`config.mk`:
```
export PLATFORM = sky130hd
export DESIGN_NAME = param_seq_detector
export DESIGN_NICKNAME = d
export VERILOG_FILES = /design/src/rtl/seq_det_pkg.sv /design/src/rtl/seq_det_sat_cnt.sv /design/src/rtl/param_seq_detector.sv
export SDC_FILE = /design/constraint.sdc
export NUM_CORES = 1
export LEC_CHECK = 0
export ABC_AREA = 1
export CORE_MARGIN = 2
export CORE_UTILIZATION = 30
export DETAILED_ROUTE_END_ITERATION = 6
export RECOVER_POWER = 100
export SLEW_MARGIN = 5
export SYNTH_ARGS = -nofsm -noshare
export SYNTH_HDL_FRONTEND = slang
export SYNTH_SLANG_ARGS = --single-unit
```
`constraint.sdc`:
```
create_clock -name clk -period 2 [get_ports clk]
set_input_delay 0.6 -clock clk [delete_from_list [all_inputs] [get_ports clk]]
set_output_delay 0.6 -clock clk [all_outputs]
set_load 0.1 [all_outputs]
```
`src/rtl/seq_det_pkg.sv`:
```
// Shared defaults and configuration record for the serial pattern detector.
package seq_det_pkg;

  localparam int DEF_SEQ_W = 12;
  localparam int DEF_CNT_W = 8;

  typedef struct packed {
    logic [DEF_SEQ_W-1:0] pattern;
    logic [DEF_SEQ_W-1:0] mask;
  } seq_cfg_t;

endpackage

```
`src/rtl/seq_det_sat_cnt.sv`:
```
// Saturating event counter; a clear beats a same-cycle increment.
module seq_det_sat_cnt
  import seq_det_pkg::*;
#(
  parameter int CNT_W = DEF_CNT_W
) (
  input  logic             clk,
  input  logic             reset_n,
  input  logic             inc_i,
  input  logic             clr_i,
  output logic [CNT_W-1:0] cnt_o
);

  localparam logic [CNT_W-1:0] CNT_MAX = {CNT_W{1'b1}};

  logic [CNT_W-1:0] cnt_q;
  logic [CNT_W-1:0] cnt_d;

  // Next count: clear, saturating increment, or hold.
  always_comb begin
    cnt_d = cnt_q;
    if (clr_i) begin
      cnt_d = {CNT_W{1'b0}};
    end else if (inc_i && (cnt_q != CNT_MAX)) begin
      cnt_d = cnt_q + {{(CNT_W-1){1'b0}}, 1'b1};
    end else begin
      cnt_d = cnt_q;
    end
  end

  // Count register.
  always_ff @(posedge clk or negedge reset_n) begin
    if (!reset_n) begin
      cnt_q <= {CNT_W{1'b0}};
    end else begin
      cnt_q <= cnt_d;
    end
  end

  assign cnt_o = cnt_q;

endmodule

```
`src/rtl/param_seq_detector.sv`:
```
// Serial-bit detector for a programmable, bit-maskable SEQ_W-bit pattern with
// overlap control, a fill guard and a saturating match counter.
module param_seq_detector
  import seq_det_pkg::*;
#(
  parameter int SEQ_W = DEF_SEQ_W,
  parameter int CNT_W = DEF_CNT_W
) (
  input  logic             clk,
  input  logic             reset_n,
  input  logic             x_i,
  input  logic             valid_i,
  input  logic             cfg_load_i,
  input  logic [SEQ_W-1:0] pattern_i,
  input  logic [SEQ_W-1:0] mask_i,
  input  logic             overlap_i,
  input  logic             clr_cnt_i,
  output logic             det_o,
  output logic [CNT_W-1:0] count_o
);

  localparam int FILL_W = $clog2(SEQ_W + 1);
  localparam logic [FILL_W-1:0] FILL_FULL = FILL_W'(SEQ_W);
  localparam logic [FILL_W-1:0] FILL_ONE  = FILL_W'(1);

  typedef struct packed {
    logic [SEQ_W-1:0] pattern;
    logic [SEQ_W-1:0] mask;
  } cfg_t;

  cfg_t              cfg_q, cfg_d;
  logic [SEQ_W-1:0]  hist_q, hist_d, hist_n;
  logic [FILL_W-1:0] fill_q, fill_d, fill_n;
  logic              det_q, det_d;
  logic              accept;
  logic              match;

  // Next-state logic; fill counts bits accepted since the last restart so an
  // all-zero pattern cannot fire off the cleared history.
  always_comb begin
    accept = valid_i & ~cfg_load_i;
    hist_n = {hist_q[SEQ_W-2:0], x_i};
    if (fill_q == FILL_FULL) begin
      fill_n = FILL_FULL;
    end else begin
      fill_n = fill_q + FILL_ONE;
    end
    match = accept && (fill_n == FILL_FULL) &&
            (((hist_n ^ cfg_q.pattern) & cfg_q.mask) == {SEQ_W{1'b0}});

    cfg_d  = cfg_q;
    hist_d = hist_q;
    fill_d = fill_q;
    det_d  = 1'b0;
    if (cfg_load_i) begin
      cfg_d  = '{pattern: pattern_i, mask: mask_i};
      hist_d = {SEQ_W{1'b0}};
      fill_d = {FILL_W{1'b0}};
    end else if (accept) begin
      hist_d = hist_n;
      fill_d = (match && !overlap_i) ? {FILL_W{1'b0}} : fill_n;
      det_d  = match;
    end else begin
      hist_d = hist_q;
      fill_d = fill_q;
    end
  end

  // State and match-pulse registers.
  always_ff @(posedge clk or negedge reset_n) begin
    if (!reset_n) begin
      cfg_q  <= '{pattern: {SEQ_W{1'b0}}, mask: {SEQ_W{1'b0}}};
      hist_q <= {SEQ_W{1'b0}};
      fill_q <= {FILL_W{1'b0}};
      det_q  <= 1'b0;
    end else begin
      cfg_q  <= cfg_d;
      hist_q <= hist_d;
      fill_q <= fill_d;
      det_q  <= det_d;
    end
  end

  seq_det_sat_cnt #(
    .CNT_W (CNT_W)
  ) u_cnt (
    .clk     (clk),
    .reset_n (reset_n),
    .inc_i   (match),
    .clr_i   (clr_cnt_i),
    .cnt_o   (count_o)
  );

  assign det_o = det_q;

endmodule
```
## Word level (Yosys, flattened, before mapping)

Cells that the tools add are included.

- Flip-flop bits (word level): 48
- Input port bits: 31
- Output and inout port bits: 9

- $add $sub $neg: 2
- Muxes and demuxes: 10
- Reductions and logical operators: 8
- Bitwise logic cells: 4
- Eq/ne operators: 3

Operator list:

| cell | number |
|---|---|
| $mux 11 | 2 |
| $mux 4 | 4 |
| $mux 8 | 2 |
| $and 12x12->12 | 1 |
| $logic_not 12->1 | 1 |
| $xor 12x12->12 | 1 |
| $add 8x1->8 const B | 1 |
| $eq 4x4->1 const B | 2 |
| $ne 8x8->1 const B | 1 |
| $add 4x1->4 const B | 1 |
| $logic_and 1x1->1 | 4 |
| $reduce_bool 2->1 | 2 |
| $mux 1 | 2 |
| $and 1x1->1 | 1 |
| $logic_not 1->1 | 1 |
| $not 1->1 | 1 |

## Depth between registers and ports, before layout

- Depth in word-level cells: 9
- Mapped depth: 11
- Depth with buffers taken out: 11

## Modules after synthesis

A second synthesis with hierarchy kept.

- Cell total of the unflattened synthesis: 273
- Area, all modules: 2309.7 sq um

Modules (own cells, without submodules):

| module | instances | area an instance (sq um) | cells an instance |
|---|---|---|---|
| param_seq_detector | 1 | 1798.0 | 199 |
| seq_det_sat_cnt | 1 | 511.7 | 74 |

## Worst setup path before layout

OpenSTA, ideal clock, no wires.

- Kind: reg2reg
- Start: reg u_cnt.cnt_q[0], in the netlist u_cnt.cnt_o[0]
- End: reg u_cnt.cnt_q[2], in the netlist u_cnt.cnt_o[2]
- Library setup time: 0.069 ns
- Slack: -0.073 ns
- Data arrival time: 2.005 ns
- Data required time: 1.931 ns
- Buffers on the path: 0
- Stages on the path, launching flop included: 8
- Path through: dfrtp_1 ha_1 nand2_1 clkinv_1 nand4_2 nand3_2 nand3_1 nand2_1

- Longest elaborated chain between the ends: 3
- Elaborated cells between the ends (all ways): 6
- Those cells by class: add/sub (1); eq/ne (1); mux (2); reduce/logical (2)

Ends and longest elaborated chain:

| item | RTL line | RTL |
|---|---|---|
| start, declared | seq_det_sat_cnt.sv:16 | `logic [CNT_W-1:0] cnt_q;` |
| start signal, assigned | seq_det_sat_cnt.sv:34 | `cnt_q <= {CNT_W{1'b0}};` |
| start signal, assigned | seq_det_sat_cnt.sv:36 | `cnt_q <= cnt_d;` |
| $add 8x1->8 / $ne 8x8->1 (equally long branches) | seq_det_sat_cnt.sv:25, seq_det_sat_cnt.sv:24 |  |
| $mux 8 / $logic_and 1x1->1 (equally long branches) | seq_det_sat_cnt.sv:24 | `end else if (inc_i && (cnt_q != CNT_MAX)) begin` |
| $mux 8 / $reduce_bool 2->1 (equally long branches) | -- |  |

Several ways; a longest one is shown, not always the timed one. The select of a mux whose other input is x is not followed.
A chain may end at the register's enable or synchronous reset.

## Final worst setup path

- Start: reg u_cnt.cnt_q[2], in the netlist u_cnt.cnt_o[2]
- End: out count_o[2]

RTL lines:

| item | RTL line | RTL |
|---|---|---|
| end, declared | param_seq_detector.sv:19 | `output logic [CNT_W-1:0] count_o` |

No word-level cell between the ends.

==> results.sh <==
export IMPL_ir_drop_uv=235
export IMPL_cts_tree="yes"
export IMPL_syn_area_mm2=0.00235
export IMPL_clock_root_buffer="clkbuf_8"
export IMPL_required_ns=1.40
export IMPL_rows=32
export IMPL_synth_main_ff_cell="dfrtp_1"
export IMPL_cts_sink_count=48
export IMPL_p_clk_share_pct=32.2
export IMPL_post_cts_buffers=0
export IMPL_io_pins=40
export IMPL_drv_cap=0
export IMPL_cts_buffer_depth=2
export IMPL_place_gp_congestion=0.792
export IMPL_layout_cells_non_filler=439
export IMPL_grt_max_degree=49
export IMPL_worst_setup_path_end_kind="output pin"
export IMPL_power_internal_w=0.00141
export IMPL_grt_pass1_wl_um=8630
export IMPL_drive_gt1_share_pct=12.8
export IMPL_yosysUniqueCellTypes=26
export IMPL_fmax_mhz=542
export IMPL_pwr_share_comb_pct=12.4
export IMPL_start_util_pct=30.8
export IMPL_dieWidth_um=92.6
export IMPL_place_area_mm2=0.00299
export IMPL_finalPower_w=0.00189
export IMPL_finalHoldViolCount=0
export IMPL_worstMarginPinSlew_ns=1.17
export IMPL_rr_startpoint="fill_q[0]"
export IMPL_die_area_mm2=0.00857
export IMPL_cp_cell_sequence="buf_2"
export IMPL_rsz0062_at_grt="false"
export IMPL_fin_util_pct=38.7
export IMPL_fp_dieH_um=92.6
export IMPL_synthCells=293
export IMPL_dp_hpwl_um=3560
export IMPL_cp_max_fo=7
export IMPL_drtIter0Drc=102
export IMPL_worstHoldStart="cfg_q[7]"
export IMPL_slew_headroom_pct=21.8
export IMPL_fin_skew_ns=0.00598
export IMPL_finalMaxSlewViolations=0
export IMPL_cts_resized=0
export IMPL_clk_latency_ns=0.30
export IMPL_worstPathBufferInverterCount=1
export IMPL_hold_buffers=0
export IMPL_p_leak_nw=1.52
export IMPL_diodes=0
export IMPL_layout_min_cycle_time_ns=1.85
export IMPL_wl_per_cell_um=11.3
export IMPL_critPathLaunchType="register"
export IMPL_async_flop_share_pct=100
export IMPL_wirelength_um=4960
export IMPL_cp_slowest_cell="dfrtp_1"
export IMPL_synth_net_count=327
export IMPL_antenna_found_initial=0
export IMPL_antenna_left=0
export IMPL_avgSynthCellArea_um2=8.03
export IMPL_drt_pass1_iterations=4
export IMPL_clkTransAtPathRegs_ns=0.09
export IMPL_worstHoldPathType="register to register"
export IMPL_fill_cells=796
export IMPL_grt_pass1_vias=1931
export IMPL_viasPerCell=4.43
export IMPL_via_count=1944
export IMPL_p_per_area_mw_per_mm2=639
export IMPL_synth_enable_flop_cells=0
export IMPL_fin_area_mm2=0.00296
export IMPL_gr_usage_all_layers_pct=12.6
export IMPL_setup_tns_ns=0
export IMPL_critPathLaunch="u_cnt.cnt_o[2]"
export IMPL_cp_arrival_ns=1.25
export IMPL_sequentialPowerShare_pct=55.4
export IMPL_numPortBuffers=39
export IMPL_setup_viol=0
export IMPL_ys_ff_latch=48
export IMPL_sw_frac_of_total_pct=25.6
export IMPL_core_area_mm2=0.00765
export IMPL_areaGrowthSynthToFinish_pct=25.8
export IMPL_route_detailed_drc=0
export IMPL_dp_cells=431
export IMPL_fin_crit_sh_pct=92.3
export IMPL_synth_warnings=0
export IMPL_critPathKind="register to output pin"
export IMPL_critical_path_top_delay_family="flip-flops"
export IMPL_cts_made_buffers=5
export IMPL_status="finished, final reports clean"
export IMPL_p_switching_w=0.000484
export IMPL_slowest_delay_ns=0.47
export IMPL_grt_ovfl_total=0
export IMPL_nets=370
export IMPL_htreeDepth=2
export IMPL_yosysSeqAreaShare_pct=51.0
per-layer routing:
metal | share of wire [%] | GRT usage (%)
met2 | 47 | 20.7
met4 | 1.3 | 3.48
met5 | 0 | 0
met3 | 5.7 | 3.82
met1 | 46 | 16.1
final timing paths:
path                                  endpoint  slack [ns]  depth (start not counted)
worst max register to register  u_cnt.cnt_o[1]        0.29                         11
min in group asynchronous            cfg_q[12]        0.61                          2
worst min register to register        cfg_q[7]        0.48                          2
worst min-delay path                  cfg_q[7]        0.48                          2
worst max-delay path                count_o[2]        0.15                          1
max in group asynchronous                det_o        0.68                          2
placed cells by master (no fill, tap or decap), types with 3 or more instances in the layout:
cell type / netlist / final
xor2_1: 4 / 4
clkbuf_2: 0 / 4
dfrtp_1: 48 / 48
nand4_1: 9 / 9
o21ai_1: 9 / 4
buf_12: 0 / 3
o22ai_1: 13 / 13
inv_2: 13 / 12
nand3_1: 23 / 23
buf_4: 0 / 3
nand2_1: 99 / 99
ha_1: 3 / 3
o21ai_0: 6 / 11
clkdlybuf4s50_1: 0 / 29
inv_1: 34 / 35
clkbuf_8: 0 / 6
nor2_1: 8 / 9
buf_2: 0 / 5
Yosys cell counts (3+ instances only):
cell / instances / share of area [%]
inv_1: 34 / 5.4
dfrtp_1: 48 / 51
xor2_1: 4 / 1.5
nand2_1: 99 / 16
o21ai_1: 9 / 1.9
nand3_1: 23 / 4.9
inv_2: 13 / 2.1
ha_1: 3 / 1.6
nand4_1: 9 / 2.4
clkbuf_1: 6 / 0.96
o22ai_1: 13 / 3.5
o21ai_0: 6 / 1.3
nor2_1: 8 / 1.3
power by group through the flow:
stage / Sequential, W / Clock [W] / Combinational [W]
after floorplan: 0.00106 / 0 / 0.000127
after CTS: 0.00105 / 0.000628 / 0.000247
final: 0.00105 / 0.000610 / 0.000234
after global routing: 0.00105 / 0.000667 / 0.000272
after global placement: 0.00106 / 0 / 0.000243
after detailed placement: 0.00107 / 0 / 0.000247
flip-flops by register name (all words and copies together), names as in the netlist:
register and cells:
cfg_q 24, det_o 1, fill_q 4, hist_q 11
u_cnt.cnt_o 8
layout make-up:
type	count	area (um^2)	area share, %
sequential	48	1200	40.6
multi-input combinational	188	936	31.6
timing repair buffer	44	418	14.1
inverter	49	184	6.21
tap	102	128	4.31
clock buffer	7	86.3	2.92
clock inverter	1	7.51	0.254
cell families (layout without fill, tap and decap cells):
kind of cell,after synthesis,in the layout,synth area share (%)
XOR/XNOR,5,5,1.86
buffers and inverters,57,101,9.09
AND/OR/NAND/NOR,150,150,29.3
AO/OA/AOI/OAI,30,30,7.12
adder cells (fa/ha/maj),3,3,1.60
flip-flops,48,48,51.0
through the flow:
step                      hold WS [ns]  setup WS [ns]
after floorplan                  0.304         0.0916
after global placement           0.460        -0.0937
after detailed placement         0.463         -0.122
after CTS                        0.269          0.201
after global routing             0.513         0.0670
final                            0.483          0.154
worst register-to-register path, delay by kind of cell (launching register included):
family / cells / cell delay, ns
adder cells (fa/ha/maj): 1 / 0.19
flip-flops: 1 / 0.40
buffers and inverters: 1 / 0.10
AND/OR/NAND/NOR: 9 / 0.93
Note: power is estimated with default switching activity, not from simulation.
